===== config.mk =====
export PLATFORM = sky130hd
export DESIGN_NAME = qed_dup_scheduler_flat
export DESIGN_NICKNAME = d
export VERILOG_FILES = /design/src/rtl/qed_dup_scheduler_pkg.sv /design/src/rtl/qed_dup_scheduler_if.sv /design/src/rtl/qed_dup_scheduler_remap.sv /design/src/rtl/qed_dup_scheduler.sv /design/src/flat_wrapper.sv
export SDC_FILE = /design/constraint.sdc
export NUM_CORES = 1
export LEC_CHECK = 0
export CAP_MARGIN = 20
export CORE_UTILIZATION = 50
export CTS_CLUSTER_SIZE = 14
export DETAILED_ROUTE_END_ITERATION = 8
export PLACE_DENSITY = 0.71
export RECOVER_POWER = 50
export SLEW_MARGIN = 40
export SYNTH_ARGS = -nofsm -noshare
export SYNTH_HDL_FRONTEND = slang
export SYNTH_HIERARCHICAL = 1
export SYNTH_SLANG_ARGS = --single-unit

===== constraint.sdc =====
create_clock -name clk -period 4.8 [get_ports clk]
set_input_delay 0.48 -clock clk [delete_from_list [all_inputs] [get_ports clk]]
set_output_delay 0.48 -clock clk [all_outputs]
set_load 0.05 [all_outputs]

===== src/rtl/qed_dup_scheduler_pkg.sv =====
// qed_pkg: shared definitions for the SQED duplicate scheduler.
//   - RV32 opcode constants that carry register fields
//   - register-field bit positions and the bank bit that splits x0-x15 / x16-x31
//   - default NOP encoding (addi x0,x0,0)
//   - scheduler state enum
package qed_pkg;

    localparam logic [6:0] OP_R      = 7'b0110011;
    localparam logic [6:0] OP_IMM    = 7'b0010011;
    localparam logic [6:0] OP_LOAD   = 7'b0000011;
    localparam logic [6:0] OP_STORE  = 7'b0100011;
    localparam logic [6:0] OP_BRANCH = 7'b1100011;
    localparam logic [6:0] OP_LUI    = 7'b0110111;
    localparam logic [6:0] OP_AUIPC  = 7'b0010111;
    localparam logic [6:0] OP_JAL    = 7'b1101111;
    localparam logic [6:0] OP_JALR   = 7'b1100111;

    localparam int unsigned RD_LSB   = 7;
    localparam int unsigned RS1_LSB  = 15;
    localparam int unsigned RS2_LSB  = 20;
    localparam int unsigned REG_W    = 5;
    localparam int unsigned BANK_BIT = 4;

    localparam logic [31:0] NOP_INST_DFLT = 32'h00000013;

    typedef enum logic {
        ORIG,
        DUP
    } state_t;

endpackage


===== src/rtl/qed_dup_scheduler_if.sv =====
// qed_dup_scheduler_if: fetch-side and decode-side handshake bundle of the
// duplicate scheduler.
//   slave  : the scheduler (consumes in_*, exec_dup, out_ready; drives the rest)
//   master : the surrounding wrapper / fetch+decode side
interface qed_dup_scheduler_if #(
    parameter int unsigned INST_LEN = 32
);
    logic [INST_LEN-1:0] in_inst;
    logic                in_valid;
    logic                in_ready;
    logic                exec_dup;
    logic [INST_LEN-1:0] out_inst;
    logic                out_valid;
    logic                out_ready;
    logic                out_is_dup;
    logic                qed_sync;
    logic                illegal_orig;

    modport master (
        output in_inst, in_valid, exec_dup, out_ready,
        input  in_ready, out_inst, out_valid, out_is_dup, qed_sync, illegal_orig
    );

    modport slave (
        input  in_inst, in_valid, exec_dup, out_ready,
        output in_ready, out_inst, out_valid, out_is_dup, qed_sync, illegal_orig
    );
endinterface


===== src/rtl/qed_dup_scheduler_remap.sv =====
// qed_reg_remap: combinational register-bank remapper.
//   inst     in  original instruction
//   remapped out same instruction with every used nonzero rd/rs1/rs2 moved to x16-x31
//   illegal  out a used register field already points into x16-x31
// Opcodes without register fields pass through untouched.
module qed_reg_remap
    import qed_pkg::*;
#(
    parameter int unsigned INST_LEN = 32
) (
    input  logic [INST_LEN-1:0] inst,
    output logic [INST_LEN-1:0] remapped,
    output logic                illegal
);

    logic [REG_W-1:0] rd;
    logic [REG_W-1:0] rs1;
    logic [REG_W-1:0] rs2;
    logic             use_rd;
    logic             use_rs1;
    logic             use_rs2;

    assign rd  = inst[RD_LSB  +: REG_W];
    assign rs1 = inst[RS1_LSB +: REG_W];
    assign rs2 = inst[RS2_LSB +: REG_W];

    always_comb begin
        use_rd  = 1'b0;
        use_rs1 = 1'b0;
        use_rs2 = 1'b0;
        case (inst[6:0])
            OP_R: begin
                use_rd  = 1'b1;
                use_rs1 = 1'b1;
                use_rs2 = 1'b1;
            end
            OP_IMM, OP_LOAD, OP_JALR: begin
                use_rd  = 1'b1;
                use_rs1 = 1'b1;
            end
            OP_STORE, OP_BRANCH: begin
                use_rs1 = 1'b1;
                use_rs2 = 1'b1;
            end
            OP_LUI, OP_AUIPC, OP_JAL: begin
                use_rd  = 1'b1;
            end
            default: ;
        endcase
    end

    always_comb begin
        remapped = inst;
        // x0 is hard-wired zero in both banks, so it is never moved
        if (use_rd  && rd  != '0) remapped[RD_LSB  + BANK_BIT] = 1'b1;
        if (use_rs1 && rs1 != '0) remapped[RS1_LSB + BANK_BIT] = 1'b1;
        if (use_rs2 && rs2 != '0) remapped[RS2_LSB + BANK_BIT] = 1'b1;
        illegal = (use_rd  && rd[BANK_BIT])  ||
                  (use_rs1 && rs1[BANK_BIT]) ||
                  (use_rs2 && rs2[BANK_BIT]);
    end

endmodule


===== src/rtl/qed_dup_scheduler.sv =====
// qed_dup_scheduler: issues originals (x0-x15) straight to the decoder and
// queues their x16-x31 duplicates, draining the queue in order in DUP mode.
//   clk, rst_n  clock, asynchronous active-low reset
//   bus         qed_dup_scheduler_if.slave (in_*, exec_dup, out_*, qed_sync,
//               illegal_orig)
//   stat_orig, stat_dup, stat_stall  saturating statistics, only present when
//               QED_DUP_STATS_EN is defined
module qed_dup_scheduler
    import qed_pkg::*;
#(
    parameter int unsigned         DEPTH    = 8,
    parameter int unsigned         INST_LEN = 32,
    parameter logic [INST_LEN-1:0] NOP_INST = INST_LEN'(NOP_INST_DFLT)
) (
    input  logic                clk,
    input  logic                rst_n,
    qed_dup_scheduler_if.slave  bus
`ifdef QED_DUP_STATS_EN
    ,
    output logic [31:0]         stat_orig,
    output logic [31:0]         stat_dup,
    output logic [31:0]         stat_stall
`endif
);

    localparam int unsigned  PTR_W    = (DEPTH > 1) ? $clog2(DEPTH) : 1;
    localparam logic [PTR_W:0] FULL_CNT = (PTR_W + 1)'(DEPTH);
    localparam logic [PTR_W:0] LAST_CNT = (PTR_W + 1)'(DEPTH - 1);

    state_t              state;
    state_t              state_nxt;
    logic [INST_LEN-1:0] mem [DEPTH];
    logic [PTR_W-1:0]    wr_ptr;
    logic [PTR_W-1:0]    rd_ptr;
    logic [PTR_W:0]      count;
    logic [15:0]         orig_cnt;
    logic [15:0]         dup_cnt;
    logic [INST_LEN-1:0] out_inst_q;
    logic                out_valid_q;
    logic                out_dup_q;
    logic                illegal_q;
    logic                in_ready_c;
    logic                slot_free;
    logic                q_empty;
    logic                q_full;
    logic                push;
    logic                pop;
    logic [INST_LEN-1:0] remapped;
    logic                illegal;

    qed_reg_remap #(.INST_LEN(INST_LEN)) u_remap (
        .inst     (bus.in_inst),
        .remapped (remapped),
        .illegal  (illegal)
    );

    assign slot_free = !out_valid_q || bus.out_ready;
    assign q_empty   = (count == '0);
    assign q_full    = (count == FULL_CNT);
    assign push      = bus.in_valid && in_ready_c;

    always_ff @(posedge clk or negedge rst_n) begin
        if (!rst_n) state <= ORIG;
        else        state <= state_nxt;
    end

    always_comb begin
        state_nxt = state;
        case (state)
            ORIG: if (bus.exec_dup || (push && count == LAST_CNT)) state_nxt = DUP;
            // leave only once the last duplicate has left the output slot
            DUP:  if (q_empty && slot_free) state_nxt = ORIG;
            default: state_nxt = ORIG;
        endcase
    end

    always_comb begin
        in_ready_c = 1'b0;
        pop        = 1'b0;
        case (state)
            // rst_n gate keeps in_ready low while reset is asserted
            ORIG: in_ready_c = rst_n && slot_free && !q_full && !bus.exec_dup;
            DUP:  pop        = slot_free && !q_empty;
            default: ;
        endcase
    end

    // push and pop are mode-exclusive, so one branch covers the whole datapath
    always_ff @(posedge clk or negedge rst_n) begin
        if (!rst_n) begin
            wr_ptr      <= '0;
            rd_ptr      <= '0;
            count       <= '0;
            orig_cnt    <= '0;
            dup_cnt     <= '0;
            out_inst_q  <= NOP_INST;
            out_valid_q <= 1'b0;
            out_dup_q   <= 1'b0;
            illegal_q   <= 1'b0;
        end else begin
            illegal_q <= push && illegal;
            if (push) begin
                wr_ptr      <= wr_ptr + 1'b1;
                count       <= count + 1'b1;
                orig_cnt    <= orig_cnt + 1'b1;
                out_inst_q  <= illegal ? NOP_INST : bus.in_inst;
                out_valid_q <= 1'b1;
                out_dup_q   <= 1'b0;
            end else if (pop) begin
                rd_ptr      <= rd_ptr + 1'b1;
                count       <= count - 1'b1;
                dup_cnt     <= dup_cnt + 1'b1;
                out_inst_q  <= mem[rd_ptr];
                out_valid_q <= 1'b1;
                out_dup_q   <= 1'b1;
            end else if (bus.out_ready) begin
                out_valid_q <= 1'b0;
            end
        end
    end

    always_ff @(posedge clk) begin
        if (push) mem[wr_ptr] <= illegal ? NOP_INST : remapped;
    end

    assign bus.in_ready     = in_ready_c;
    assign bus.out_inst     = out_inst_q;
    assign bus.out_valid    = out_valid_q;
    assign bus.out_is_dup   = out_dup_q;
    assign bus.illegal_orig = illegal_q;
    assign bus.qed_sync     = q_empty && (orig_cnt == dup_cnt);

`ifdef QED_DUP_STATS_EN
    always_ff @(posedge clk or negedge rst_n) begin
        if (!rst_n) begin
            stat_orig  <= '0;
            stat_dup   <= '0;
            stat_stall <= '0;
        end else begin
            if (push && stat_orig != '1) stat_orig <= stat_orig + 1'b1;
            if (pop  && stat_dup  != '1) stat_dup  <= stat_dup + 1'b1;
            if (out_valid_q && !bus.out_ready && stat_stall != '1)
                stat_stall <= stat_stall + 1'b1;
        end
    end
`endif

endmodule


===== src/flat_wrapper.sv =====
// flat-port wrapper written by rule: the top's interface ports become plain ports
module qed_dup_scheduler_flat import qed_pkg::*;
#(
    parameter int unsigned         DEPTH    = 8,
    parameter int unsigned         INST_LEN = 32,
    parameter logic [INST_LEN-1:0] NOP_INST = INST_LEN'(NOP_INST_DFLT)
)
  (clk, rst_n, bus_in_inst, bus_in_valid, bus_exec_dup, bus_out_ready, bus_in_ready, bus_out_inst, bus_out_valid, bus_out_is_dup, bus_qed_sync, bus_illegal_orig);
  qed_dup_scheduler_if #(.INST_LEN(INST_LEN)) bus_i ();
  input  logic clk;
  input  logic rst_n;
  input wire logic [$bits(bus_i.in_inst)-1:0] bus_in_inst;
  input wire logic [$bits(bus_i.in_valid)-1:0] bus_in_valid;
  input wire logic [$bits(bus_i.exec_dup)-1:0] bus_exec_dup;
  input wire logic [$bits(bus_i.out_ready)-1:0] bus_out_ready;
  output wire logic [$bits(bus_i.in_ready)-1:0] bus_in_ready;
  output wire logic [$bits(bus_i.out_inst)-1:0] bus_out_inst;
  output wire logic [$bits(bus_i.out_valid)-1:0] bus_out_valid;
  output wire logic [$bits(bus_i.out_is_dup)-1:0] bus_out_is_dup;
  output wire logic [$bits(bus_i.qed_sync)-1:0] bus_qed_sync;
  output wire logic [$bits(bus_i.illegal_orig)-1:0] bus_illegal_orig;
  assign bus_i.in_inst = bus_in_inst;
  assign bus_i.in_valid = bus_in_valid;
  assign bus_i.exec_dup = bus_exec_dup;
  assign bus_i.out_ready = bus_out_ready;
  assign bus_in_ready = bus_i.in_ready;
  assign bus_out_inst = bus_i.out_inst;
  assign bus_out_valid = bus_i.out_valid;
  assign bus_out_is_dup = bus_i.out_is_dup;
  assign bus_qed_sync = bus_i.qed_sync;
  assign bus_illegal_orig = bus_i.illegal_orig;
  qed_dup_scheduler #(.DEPTH(DEPTH), .INST_LEN(INST_LEN), .NOP_INST(NOP_INST)) u_core (.clk(clk), .rst_n(rst_n), .bus(bus_i));
endmodule

======== Yosys cells after proc, flatten, opt, wreduce, memory -nomap -nowiden ========
Memories as Yosys holds them, arrays and structs flattened.
Index checks and enable logic that the tools add are counted.
cells by class
  reductions and logical operators ........ 33
  equal/unequal tests ..................... 12
  bitwise gates (word level) .............. 2
  muxes and demuxes ....................... 24
  add/subtract/negate cells ............... 6
operators by type and width
  kind                     count
  $mux W32                 4
  $add A16 B1 Y16 const B  2
  $eq A7 B6 Y1 const B     3
  $eq A7 B7 Y1 const B     3
  $mux W1                  17
  $eq A16 B16 Y1           1
  $logic_and A1 B1 Y1      15
  $reduce_bool A5 Y1       3
  $eq A7 B5 Y1 const B     2
  $mux W4                  2
  $eq A7 B2 Y1 const B     1
  $reduce_or A7 Y1         1
  $add A3 B1 Y3 const B    2
  $reduce_or A6 Y1         1
  $add A4 B1 Y4 const B    1
  $eq A4 B3 Y1 const B     1
  $eq A4 B4 Y1 const B     1
  $logic_not A1 Y1         4
  $logic_not A4 Y1         1
  $logic_or A1 B1 Y1       4
  $sub A4 B1 Y4 const B    1
  $reduce_bool A3 Y1       1
  $reduce_or A3 Y1         1
  $not A1 Y1               2
  3 further kinds          3
storage, ports and cells
  register bits ........................... 78
  memory bits (writable) .................. 256
  bits of input ports ..................... 37
  word-level logic and storage cells ...... 88
  output and inout bits ................... 37
  memories ................................ 1
memories
  name        words  bits a word  rd ports  clocked after Yosys merged registers in  wr ports  RTL line                 source
  u_core.mem  8      32           1         0                                        1         qed_dup_scheduler.sv:32  logic [INST_LEN-1:0] mem [DEPTH];

======== Depth between registers and ports, before layout ========
  depth after elaboration ................. 11
  gate-level depth with buffers ........... 10
  depth with buffers taken out ............ 8

======== By module ========
Netlist, hierarchy kept.
modules (own cells, without submodules)
  module             area each (µm²)  times used  cells an instance
  qed_dup_scheduler  13,508.0         1           748
  qed_reg_remap      365.4            1           51

======== Least setup slack after synthesis ========
Ideal clock, no wire load.
  path type ............................... register to register
  start ................................... register u_core.out_valid_q (netlist: u_core/bus.out_valid)
  end ..................................... memory u_core.mem[0][0], enable pin
  data arrival time ....................... 4.464 ns
  buffers on the path ..................... 2
  required time ........................... 4.299 ns
  slack ................................... -0.165 ns
  stages on the path, launching flop included .. 7
  path through ............................ dfrtp_1 nand2b_1 and4_1 buf_6 clkinv_4 buf_6 nor4_1
on the way
  longest elaborated chain between the ends .. 9
ends and longest elaborated chain
  item                               RTL line                  source
  start: declaration                 qed_dup_scheduler.sv:39   logic out_valid_q;
  start signal: assignment           qed_dup_scheduler.sv:97   out_valid_q <= 1'b0;
  start signal: assignment           qed_dup_scheduler.sv:107  out_valid_q <= 1'b1;
  start signal: assignment           qed_dup_scheduler.sv:114  out_valid_q <= 1'b1;
  $logic_not A1 Y1                   qed_dup_scheduler.sv:57   assign slot_free = !out_valid_q || bus.out_ready;
  $logic_or A1 B1 Y1                 qed_dup_scheduler.sv:57
  $logic_and A1 B1 Y1 (3 in series)  qed_dup_scheduler.sv:82   ORIG: in_ready_c = rst_n && slot_free && !q_full && !bus.exec_dup;
  $mux W1                            qed_dup_scheduler.sv:80   case (state)
  $logic_and A1 B1 Y1                qed_dup_scheduler.sv:60   assign push = bus.in_valid && in_ready_c;
  $mux W1 (2 in series)              qed_dup_scheduler.sv:123  if (push) mem[wr_ptr] <= illegal ? NOP_INST : remapped;
  end: declaration                   qed_dup_scheduler.sv:32
Every way passes these cells.

======== Worst setup path in the final report ========
  start ................................... input port bus_in_inst[2]
  end ..................................... memory u_core.mem[3][13], data pin
on the way
  longest elaborated chain between the ends .. 7
  elaborated cells between the ends (all ways) .. 21
  classes of those cells .................. eq/ne (9); mux (4); reduce/logical (8)
ends and longest elaborated chain
  item                                                                   RTL line                                                      source
  start: declaration                                                     flat_wrapper.sv:12                                            input wire logic [$bits(bus_i.in_inst)-1:0] bus_in_inst;
  $eq A7 B6 Y1, or another cell as far along                             qed_dup_scheduler_remap.sv:31                                 case (inst[6:0])
  $reduce_or A7 Y1 (no source line) or $reduce_or A6 Y1 (tied branches)  --
  $mux W1                                                                qed_dup_scheduler_remap.sv:31
  $logic_and A1 B1 Y1, on equally long branches                          qed_dup_scheduler_remap.sv:58, qed_dup_scheduler_remap.sv:59
  $logic_or A1 B1 Y1                                                     qed_dup_scheduler_remap.sv:58                                 illegal = (use_rd && rd[BANK_BIT]) ||
  $logic_or A1 B1 Y1 *                                                   qed_dup_scheduler_remap.sv:59                                 (use_rs1 && rs1[BANK_BIT]) ||
  net u_core.illegal                                                     qed_dup_scheduler.sv:49                                       logic illegal;
  $mux W32 *                                                             qed_dup_scheduler.sv:123
The timed path passes the listed nets; every way through them passes the cells marked *.

==> run_results.csv <==
group,metric,value,unit
layout,final_util,59.64,%
synthesis,syn_area,13870,sq um
routing,first_iter_violations,673,
timing,slew_viol_final,104,
worst_setup_path,timing.critical_path.slowest_cell_delay,1540,ps
layout,fin_nets,913,
timing,post-route-period-util,80.98,%
synthesis,synth.net_count,843,
layout,layout_common_cells,"256 x edfxtp_1, 72 x dfrtp_1, 64 x mux4_2, 37 x clkbuf_16, 37 x dlygate4sd3_1",
layout,antenna_cells,0,
routing,wl_per_cell,22.94,um
timing,relSlewSlack,-40.51,%
floorplan,num_rows,60,
synthesis,yosysWarningCount,6,
worst_setup_path,crit_chain,"clkdlybuf4s50_1 -> or2_0 -> a211o_1 -> o32ai_4 -> clkbuf_1 -> nor2b_1",
worst_setup_path,start_kind,"input pin",
synthesis,synth.avg_cell_area,17.36,sq um
worst_setup_path,worstPathRequired,4890,ps
clock_tree,cts_buffer_depth,3,
timing,fin_crit,3887,ps
routing,vias,7423,
worst_setup_path,worst-path-stages,6,
floorplan,die_area,28420,sq um
clock_tree,insertion_delay,520,ps
layout,syn_to_final_growth,16.51,%
clock_tree,clk_pin_slew_worst_paths,60,ps
timing,rsz0062_at_grt,"no",
place,place_area,14930,sq um
clock_tree,numCtsBuffers,36,
worst_setup_path,cp_top_family,"buffers and inverters",
global_route,grt_max_degree,67,
timing,worstMarginPinSlew,2108,ps
clock_tree,ctsResizeCount,0,
layout,layout_commonest_cell,"edfxtp_1",
timing,hold-worst-slack,491.2,ps
worst_setup_path,slowest_stage,"clkbuf_1",
routing,drc,0,
synthesis,yosysUniqueCellTypes,53,
timing,finalHoldViolCount,0,
worst_hold_path,holdCritPathClass,"flip-flop to flip-flop",
timing,setup_tns,0,ps
worst_hold_path,hold_path_depth,1,
routing,viasPerCell,5.854,
worst_setup_path,worst_r2r_path_depth,6,
global_route,grt_pass1_wl,45010,um
floorplan,die_x,168.6,um
synthesis,async_reset_ff_share,23.35,%
floorplan,coreArea,27100,sq um
global_route,antenna_found_initial,0,
clock_tree,htreeDepth,2,
clock_tree,cts_tree,"yes",
global_route,grt_pass1_vias,7578,
power,powerDensity,567.0,nW/um^2
synthesis,synth_cells,799,
synthesis,synth_edf_count,256,
floorplan,start_util,51.19,%
place,dp_hpwl,17570,um
place,portBuffers,73,
floorplan,ios,74,
layout,finalInstanceArea,16160,sq um
clock_tree,clockRootBuffer,"clkbuf_16",
place,finalWeightedCongestion,0.7493,
timing,setup_viol_count_final,0,
power,ir_worst_vdd,0.3419,mV
global_route,grtUsageTotal,21.23,%
global_route,grt_overflow_total,0,
worst_setup_path,crit_path_max_fanout,36,
layout,n_fill_cell,1968,
floorplan,die_h,168.6,um
run_status,violations,"capacitance limit, slew limit",
synthesis,ys_seq_area_share,69.51,%
clock_tree,cts_hold_buf,1,
power,leakage,5.680,nW
run_status,status,"finished, violations left",
worst_setup_path,worst-endpoint-arrival,3970,ps
clock_tree,clock_sinks,334,
layout,multi_input_area,3830,sq um
clock_tree,cts_setup_buffers,0,
worst_setup_path,cp_num_buf_inv,2,
routing,ant_nets,0,
synthesis,ys_ff_latch,334,
synthesis,ys.flop_type,"edfxtp_1",
routing,dr.pass1.iters,4,
layout,seqCellArea,9649,sq um
timing,max_freq,0.2573,GHz
power,p_total,9.166,mW
timing,fin_skew,15.86,ps
job,maxCapViolCount,2,
worst_setup_path,crit_path_end_kind,"flip-flop",
layout,drive_gt1_share,18.53,%
routing,wl,29090,um
worst_setup_path,critPathKind,"input pin to flip-flop",
[per-layer routing]
layer	up-vias	global-route usage, %	share of wire (%)
li1	3261	-	-
met1	3864	31.08	44
met2	241	32.82	47
met3	57	3.624	5.6
met4	0	6.719	2.5
met5	-	0	0
[logic make-up (layout without fill, tap and decap cells)]
kind of cell / after synthesis / count (layout) / share of synthesized area, %
AOI/OAI and AO/OA: 77 / 77 / 3.914
xor gates and xnor gates: 53 / 53 / 3.346
adders and majority gates: 7 / 7 / 0.6854
muxes: 98 / 98 / 12.84
buffers and inverters: 76 / 173 / 3.409
DFF: 334 / 334 / 69.51
and+or+nand+nor: 154 / 154 / 6.295
[report_power, final]
group	total [mW]	leakage, nW	internal (mW)	switching, mW
clock	2.86	0.604	1.76	1.10
sequential	3.67	3.28	3.38	0.286
combinational	2.64	1.79	1.12	1.51
total	9.17	5.68	6.26	2.90
[worst paths after layout]
| path | from | to | slack (ps) |
|---|---|---|---|
| setup reg to reg | u_core/count[0] | u_core/bus.out_inst[0] | 1810 |
| min in group asynchronous | rst_n | u_core/bus.out_inst[20] | 630 |
| hold / removal | u_core/orig_cnt[15] | u_core/orig_cnt[15] | 490 |
| hold reg to reg | u_core/orig_cnt[15] | u_core/orig_cnt[15] | 490 |
| setup / recovery | bus_in_inst[2] | u_core/mem[3][13] | 910 |
| max in group asynchronous | rst_n | u_core/rd_ptr[0] | 1730 |
[state kept, by name (all words and copies together) (netlist names)]
register,count
u_core/bus.illegal_orig,1
u_core/bus.out_inst,32
u_core/mem,256
u_core/count,4
u_core/wr_ptr,3
u_core/bus.out_valid,1
u_core/orig_cnt,16
u_core/bus.out_is_dup,1
u_core/rd_ptr,3
u_core/dup_cnt,16
u_core/state,1
[layout make-up]
| type | count | area share (%) |
|---|---|---|
| clock buffer | 46 | 6.247 |
| timing repair buffer | 100 | 5.844 |
| sequential | 334 | 59.69 |
| inverter | 8 | 0.2167 |
| tap | 372 | 2.879 |
| multi-input combinational | 389 | 23.69 |
| clock inverter | 19 | 1.424 |
[synth_stat cells, drive strengths merged, types with 2 or more instances]
| master | instances | area share, % |
|---|---|---|
| o21ai | 30 | 1.1 |
| dfrtp | 75 | 14 |
| nor3 | 11 | 0.40 |
| nand2 | 30 | 0.81 |
| o21bai | 2 | 0.14 |
| and3 | 6 | 0.27 |
| xor2 | 23 | 1.5 |
| nor4b | 3 | 0.19 |
| inv | 7 | 0.19 |
| nand2b | 3 | 0.14 |
| a21oi | 2 | 0.072 |
| nand3 | 13 | 0.47 |
| mux4 | 64 | 10 |
| mux2i | 34 | 2.5 |
| and4 | 5 | 0.32 |
| nor2b | 31 | 1.4 |
| nand4 | 14 | 0.63 |
| nor4 | 9 | 0.41 |
| and4b | 2 | 0.15 |
| xnor2 | 30 | 1.9 |
| nor2 | 16 | 0.49 |
| a21o | 4 | 0.22 |
| clkbuf | 16 | 0.43 |
| dfstp | 3 | 0.57 |
| or2 | 5 | 0.23 |
| buf | 52 | 2.7 |
| edfxtp | 256 | 55 |
| ha | 6 | 0.54 |
| o22ai | 3 | 0.14 |
| a32oi | 29 | 1.8 |
[worst register-to-register path: cells and delay by family, from the launching register on]
kind                   cells  cell delay, ps
AO/OA/AOI/OAI              2             440
AND/OR/NAND/NOR            2             850
flip-flops                 1             450
buffers and inverters      2            1180
[metrics by stage]
stage	setup WS, ps	cells
2_1_floorplan	701.2	799
3_3_place_gp	1412	1201
3_5_place_dp	1329	1201
4_1_cts	1580	1267
5_1_grt	733.3	1268
6_report	912.9	1268
No activity file was read; power rests on OpenSTA's default activity.
